[config.mk]
export PLATFORM = sky130hd
export DESIGN_NAME = bus_reg_slave
export DESIGN_NICKNAME = d
export VERILOG_FILES = /design/src/rtl/bus_reg_slave.sv
export SDC_FILE = /design/constraint.sdc
export NUM_CORES = 1
export LEC_CHECK = 0
export ABC_AREA = 1
export CORE_MARGIN = 2
export CORE_UTILIZATION = 41
export CTS_BUF_LIST = sky130_fd_sc_hd__clkbuf_8
export DETAILED_ROUTE_END_ITERATION = 12
export HOLD_SLACK_MARGIN = 0.15
export PLACE_DENSITY_LB_ADDON = 0.25
export SETUP_SLACK_MARGIN = 0.3
export SYNTH_ARGS = -nofsm -noshare
export SYNTH_HDL_FRONTEND = slang
export SYNTH_SLANG_ARGS = --single-unit
[constraint.sdc]
create_clock -name clk -period 1.1 [get_ports clk]
set_clock_uncertainty 0.2 [all_clocks]
set_input_delay 0.22 -clock clk [delete_from_list [all_inputs] [get_ports clk]]
set_output_delay 0.22 -clock clk [all_outputs]
set_load 0.1 [all_outputs]
[src/rtl/bus_reg_slave.sv]
// Bus-slave responder: strobed read/write requests answered with a one-cycle
// active-low ready after WAIT_CYCLES wait states, backed by an 8x32 register file.
module bus_reg_slave #(
  parameter int unsigned WAIT_CYCLES = 0,
  parameter logic [31:0] ID_VALUE    = 32'h0000_0000
) (
  input  logic         clk,
  input  logic         reset,
  input  logic         cs_,
  input  logic         as_,
  input  logic         rw,
  input  logic [2:0]   addr,
  input  logic [31:0]  wr_data,
  output logic [31:0]  rd_data,
  output logic         rdy_,
  input  logic         hw_we,
  input  logic [2:0]   hw_addr,
  input  logic [31:0]  hw_data,
  output logic [255:0] regs_out
);

  typedef enum logic [1:0] {S_IDLE, S_WAIT, S_RESP} state_t;

  localparam bit         NO_WAIT  = (WAIT_CYCLES == 0);
  localparam logic [3:0] CNT_LOAD = (WAIT_CYCLES > 0) ? 4'(WAIT_CYCLES - 1) : 4'd0;

  state_t            state_q, state_d;
  logic [3:0]        cnt_q, cnt_d;
  logic [2:0]        addr_q;
  logic              rw_q;
  logic [31:0]       wdata_q;
  logic [7:1][31:0]  regs_q;
  logic [7:0][31:0]  reg_view;
  logic [31:0]       rd_data_q;
  logic              rdy_q;

  logic              accept;
  logic              enter_resp;
  logic [2:0]        cmt_addr;
  logic              cmt_rw;
  logic [31:0]       cmt_data;
  logic              bus_wr;

  assign accept = !cs_ && !as_ && (state_q != S_WAIT);

  always_comb begin
    state_d    = state_q;
    cnt_d      = cnt_q;
    enter_resp = 1'b0;
    unique case (state_q)
      S_IDLE, S_RESP: begin
        if (accept) begin
          if (NO_WAIT) begin
            state_d    = S_RESP;
            enter_resp = 1'b1;
          end else begin
            state_d = S_WAIT;
            cnt_d   = CNT_LOAD;
          end
        end else begin
          state_d = S_IDLE;
        end
      end
      S_WAIT: begin
        if (cnt_q != 4'd0) begin
          cnt_d = cnt_q - 4'd1;
        end else begin
          state_d    = S_RESP;
          enter_resp = 1'b1;
        end
      end
      default: state_d = S_IDLE;
    endcase
  end

  always_ff @(posedge clk or negedge reset) begin
    if (!reset) begin
      state_q <= S_IDLE;
      cnt_q   <= 4'd0;
    end else begin
      state_q <= state_d;
      cnt_q   <= cnt_d;
    end
  end

  always_ff @(posedge clk or negedge reset) begin
    if (!reset) begin
      addr_q  <= 3'd0;
      rw_q    <= 1'b0;
      wdata_q <= 32'd0;
    end else if (accept) begin
      addr_q  <= addr;
      rw_q    <= rw;
      wdata_q <= wr_data;
    end
  end

  // With no wait states the commit edge is the acceptance edge, so use the live request.
  assign cmt_addr = NO_WAIT ? addr    : addr_q;
  assign cmt_rw   = NO_WAIT ? rw      : rw_q;
  assign cmt_data = NO_WAIT ? wr_data : wdata_q;
  assign bus_wr   = enter_resp && !cmt_rw;

  // Bus commit takes priority over a hardware write to the same register.
  always_ff @(posedge clk or negedge reset) begin
    if (!reset) begin
      regs_q <= '0;
    end else begin
      for (int i = 1; i < 8; i++) begin
        if (bus_wr && cmt_addr == 3'(i)) begin
          regs_q[i] <= cmt_data;
        end else if (hw_we && hw_addr == 3'(i)) begin
          regs_q[i] <= hw_data;
        end
      end
    end
  end

  genvar gi;
  generate
    for (gi = 0; gi < 8; gi++) begin : g_view
      if (gi == 0) begin : g_id
        assign reg_view[gi] = ID_VALUE;
      end else begin : g_reg
        assign reg_view[gi] = regs_q[gi];
      end
    end
  endgenerate

  always_ff @(posedge clk or negedge reset) begin
    if (!reset) begin
      rdy_q     <= 1'b1;
      rd_data_q <= 32'd0;
    end else begin
      rdy_q     <= !enter_resp;
      rd_data_q <= (enter_resp && cmt_rw) ? reg_view[cmt_addr] : 32'd0;
    end
  end

  assign rdy_     = rdy_q;
  assign rd_data  = rd_data_q;
  assign regs_out = reg_view;

endmodule

==> results.yml, run 1 <==
synth:
  ys_seq_area_share_pct: 46.90
  synth_warnings: 0
  yosys_register_bits: 257
  postSynthCellCount: 1941
  ys_types: 17
  post_synth_instance_area_um2: 13710
  post_syn_area_per_cell_um2: 7.066
floorplanning:
  start_util_pct: 41.94
  die_h_um: 186.9
  placement_rows: 66
  io_pins: 365
  dieWidth_um: 186.9
status:
  stop_error: "[ERROR GRT-0232] Routing congestion too high. Check the congestion heatmap in the GUI."
  flow.stopped_at: "global routing (5_1_grt)"
  result_of_the_run: "did not finish"
global_routing:
  grt_max_degree: 48
  combined_global_route_utilization_of_all_metal_layers_pct: 104.5
  grt.overflow.total: 2688
placement:
  place.port_buffers: 332
  hpwlAfterDp_um: 42360
  place.gp.congestion: 0.9006
  post_placement_worst_setup_slack_ps: -1467
clock_tree:
  clkSinkCount: 257
  cts-buffers-inserted: 45
  cts_root_buf: "clkbuf_8"
  cts_max_path_buffers: 3
  clock_tree.htree_level_count: 2
-- cells by family after synthesis --
| group | share of synthesized area, % |
|---|---|
| and+or+nand+nor | 43.74 |
| DFF | 46.90 |
| buffers and inverters | 7.910 |
| AOI/OAI and AO/OA | 1.423 |
| other | 0.02734 |
-- per-stage QoR --
stage | instances | area, µm² | TNS (ps)
2_1_floorplan | 1972 | 15610 | -68740
3_3_place_gp | 2731 | 22620 | -294520
3_5_place_dp | 2731 | 22620 | -303470
4_1_cts | 3107 | 28330 | -180320
-- cells in the mapped netlist --
library cell  instances  area (µm²)
a21oi_1              12       60.06
buf_1                17       63.81
buf_2                33       165.2
buf_4                32       240.2
clkbuf_1             86       322.8
conb_1                1       3.750
dfrtp_1             256        6406
dfstp_2               1       26.28
inv_1                68       255.2
inv_2                10       37.54
nand2_1             772        2898
nand3_1             546        2733
nand4_1              20       125.1
nor2_1               55       206.5
nor2_2                4       25.02
nor2_4                1       11.26
o21ai_0              27       135.1
-- routing by layer --
metal | overflow | track usage [%]
met1 | 134 | 96.03
met2 | 1846 | 124.9
met3 | 114 | 90.51
met4 | 580 | 112.7
met5 | 14 | 71.57
-- timing repair --
action,CTS
resized for setup,454
setup buffers,260
hold buffers,1
endpoints found under the hold margin,313
endpoints found under the setup margin,513
pin swaps,130
gates cloned,40
==> run 2, diff against run 1 <==
==> config.mk (replaced) <==
export PLATFORM = sky130hd
export DESIGN_NAME = bus_reg_slave
export DESIGN_NICKNAME = d
export VERILOG_FILES = /design/src/rtl/bus_reg_slave.sv
export SDC_FILE = /design/constraint.sdc
export NUM_CORES = 1
export LEC_CHECK = 0
export ABC_AREA = 1
export CORE_MARGIN = 2
export CORE_UTILIZATION = 26
export DETAILED_ROUTE_END_ITERATION = 12
export PLACE_DENSITY_LB_ADDON = 0.15
export SYNTH_ARGS = -nofsm -noshare
export SYNTH_HDL_FRONTEND = slang
export SYNTH_SLANG_ARGS = --single-unit
==> run 2 against run 1 <==
Area after synthesis unchanged. The flow now finishes, with violations (negative hold slack, negative setup slack). Synthesized cell count unchanged.
==> results.yml, run 2 <==
synth:
  yosysTopAreaCellShare_pct: 46.71
  ys_dominant_reg_cell: "dfrtp_1"
  synthTopCellsByArea: "dfrtp_1, nand2_1, nand3_1"
  postSynthCellCount: 1941
  synth.largest_area_cell: "dfrtp_1"
  synth_warnings: 0
  ys_seq_area_share_pct: 46.90
  synth-async-reset-ratio_pct: 100.0
  most_used_standard_cell_by_instance_count_after_synthesis: "nand2_1"
  post_synth_instance_area_um2: 13710
  number_of_synthesized_flops_with_an_enable_pin: 0
  post_syn_area_per_cell_um2: 7.066
  netlist_top_cells_count: "nand2_1, nand3_1, dfrtp_1, clkbuf_1, inv_1"
  ys_types: 17
  yosys_register_bits: 257
clock_tree:
  clkSinkCount: 257
  cts_root_buf: "clkbuf_16"
  holdBufCountCts: 2
  tritoncts: "done"
  cts-buffers-inserted: 34
  clock_tree.htree_level_count: 2
  cts_max_path_buffers: 3
  clock_insertion_delay_worst_skew_ps: 550
  clkTransAtPathRegs_ps: 60
placement:
  place.gp.congestion: 0.8466
  hpwlAfterDp_um: 49380
  place.port_buffers: 332
  numPlacedInstances: 3000
  post_placement_worst_setup_slack_ps: -983.7
worst_setup_path:
  critPathCaptureType: "output pin"
  crit_path_top_delay_cell: "dfrtp_4"
  worst-path-buf-inv: 2
  worstPathRequired_ps: 680
  cpMostUsedCell: "buf_12"
  critPathMaxStageDelay_ps: 490
  startpoint_type: "register"
  crit_path_cell_trace: "buf_12 > buf_12"
  arrival_ps: 1350
  critical-path-top-delay-family: "flip-flops"
  path_class: "reg -> out"
  cp_max_fo: 2
floorplanning:
  core_area_um2: 52340
  floorplan.die_area_um2: 54600
  io_pins: 365
  dieWidth_um: 233.7
  start_util_pct: 26.20
  die_h_um: 233.7
  placement_rows: 84
final_layout:
  drive_above_1_share_pct: 54.74
  areaGrowthSynthToFinish_pct: 115.0
  mostFrequentLayoutCell: "nand2_1"
  nFillCells: 4472
  layout_common_cells: "nand2_1, nand3_1, buf_12"
  fin_nets: 2730
  flip_flop_count_of_the_largest_register_after_layout: 224
  finalCoreUtilization_pct: 56.34
  final_cells: 3369
timing:
  grt_setup_unrepaired: "yes"
  final_hold_viol_count: 12
  max_freq_mhz: 566.5
  finalHoldWorstSlack_ps: -42.57
  worst_setup_slack_final_ps: -665.1
  final_max_slew_viol_count: 0
  setup_viol: 473
  layout_worst_path_cycle_share_pct: 160.5
  fin_crit_ps: 1765
job:
  drv_cap: 0
global_routing:
  grt.overflow.total: 0
  grt_max_degree: 48
  vias_in_the_first_global_route: 17260
  global_route_wire_length_before_repair_um: 116200
  combined_global_route_utilization_of_all_metal_layers_pct: 29.11
  grt_antenna_before_repair: 1
detailed_routing:
  first_iter_violations: 2153
  wire_per_inst_um: 25.03
  wl_um: 84320
  post-route-drc-count: 0
  route.vias.total: 17750
  drt-pass1-iter-count: 8
  detail-route-antenna-nets: 0
  route.detailed.vias_per_inst: 5.268
pwr:
  power_density_nw_per_um2: 1984
  p_total_mw: 58.49
  vdd_drop_max_mv: 1.444
  power.leakage_nw: 13.78
status:
  violations: "negative hold slack, negative setup slack"
  result_of_the_run: "finished with violations"
min_path:
  hp_class: "in -> async"
-- run 2: cell type report --
cell class / instances / area, µm² / share of cell area [%]
timing repair buffer: 814 / 11650 / 39.50
multi-input combinational: 1469 / 8501 / 28.83
sequential: 257 / 6969 / 23.63
clock buffer: 55 / 1084 / 3.675
tap: 688 / 860.8 / 2.919
inverter: 78 / 355.3 / 1.205
clock inverter: 7 / 66.31 / 0.2249
antenna: 1 / 2.502 / 0.008486
-- run 2: stage by stage --
stage / setup TNS, ps / instance area (µm²)
6_report: -145420 / 29490
5_1_grt: -156920 / 29480
4_1_cts: -143220 / 27520
3_5_place_dp: -225310 / 22820
3_3_place_gp: -221150 / 22820
2_1_floorplan: -76100 / 15180
-- run 2: cell families (layout without fill, tap and decap cells) --
| kind of cell | after synthesis | in the layout | share of synthesized area, % |
|---|---|---|---|
| AO/OA/AOI/OAI | 39 | 39 | 1.423 |
| buffers and inverters | 246 | 954 | 7.910 |
| other | 1 | 33 | 0.02734 |
| AND/OR/NAND/NOR | 1398 | 1398 | 43.74 |
| flip-flops | 257 | 257 | 46.90 |
-- run 2: worst paths after layout --
| kind | start | endpoint | slack (ps) | cells after the start |
|---|---|---|---|---|
| setup / recovery | regs_out[204]$_DFFE_PN0P_ | regs_out[204] | -670 | 2 |
| max in group asynchronous | reset | regs_out[237]$_DFFE_PN0P_ | 120 | 3 |
| setup reg to reg | regs_out[197]$_DFFE_PN0P_ | rd_data[5]$_DFF_PN0_ | -280 | 6 |
| hold / removal | reset | regs_out[189]$_DFFE_PN0P_ | -40 | 2 |
| min in group clk | addr[2] | rd_data[29]$_DFF_PN0_ | 20 | 4 |
| hold reg to reg | regs_out[80]$_DFFE_PN0P_ | regs_out[80]$_DFFE_PN0P_ | 350 | 2 |
-- run 2: report_power, final --
group / switching, mW / internal, mW / leakage [nW]
clock network: 4.62 / 6.99 / 0.566
logic: 19.6 / 12.5 / 10.2
registers: 2.80 / 12.0 / 2.97
-- run 2: routing by layer --
| layer | part of all wire (%) | GRT usage, % | vias to the layer above | wire [µm] |
|---|---|---|---|---|
| met5 | 0 | 0 | - | 0 |
| met4 | 4.7 | 11.19 | 0 | 3936 |
| met3 | 9.4 | 5.859 | 224 | 7957 |
| met2 | 47 | 46.96 | 1109 | 39330 |
| met1 | 39 | 38.25 | 8716 | 33090 |
| li1 | - | - | 7698 | - |
-- run 2: timing repair --
item	4_1_cts	5_1_grt
setup buffers	246	61
endpoints found under the hold margin	258	11
cloned	25	13
gates resized for setup	260	453
pin swaps	68	158
endpoints found under the setup margin	513	505
Power figures use the tool's default switching activity.
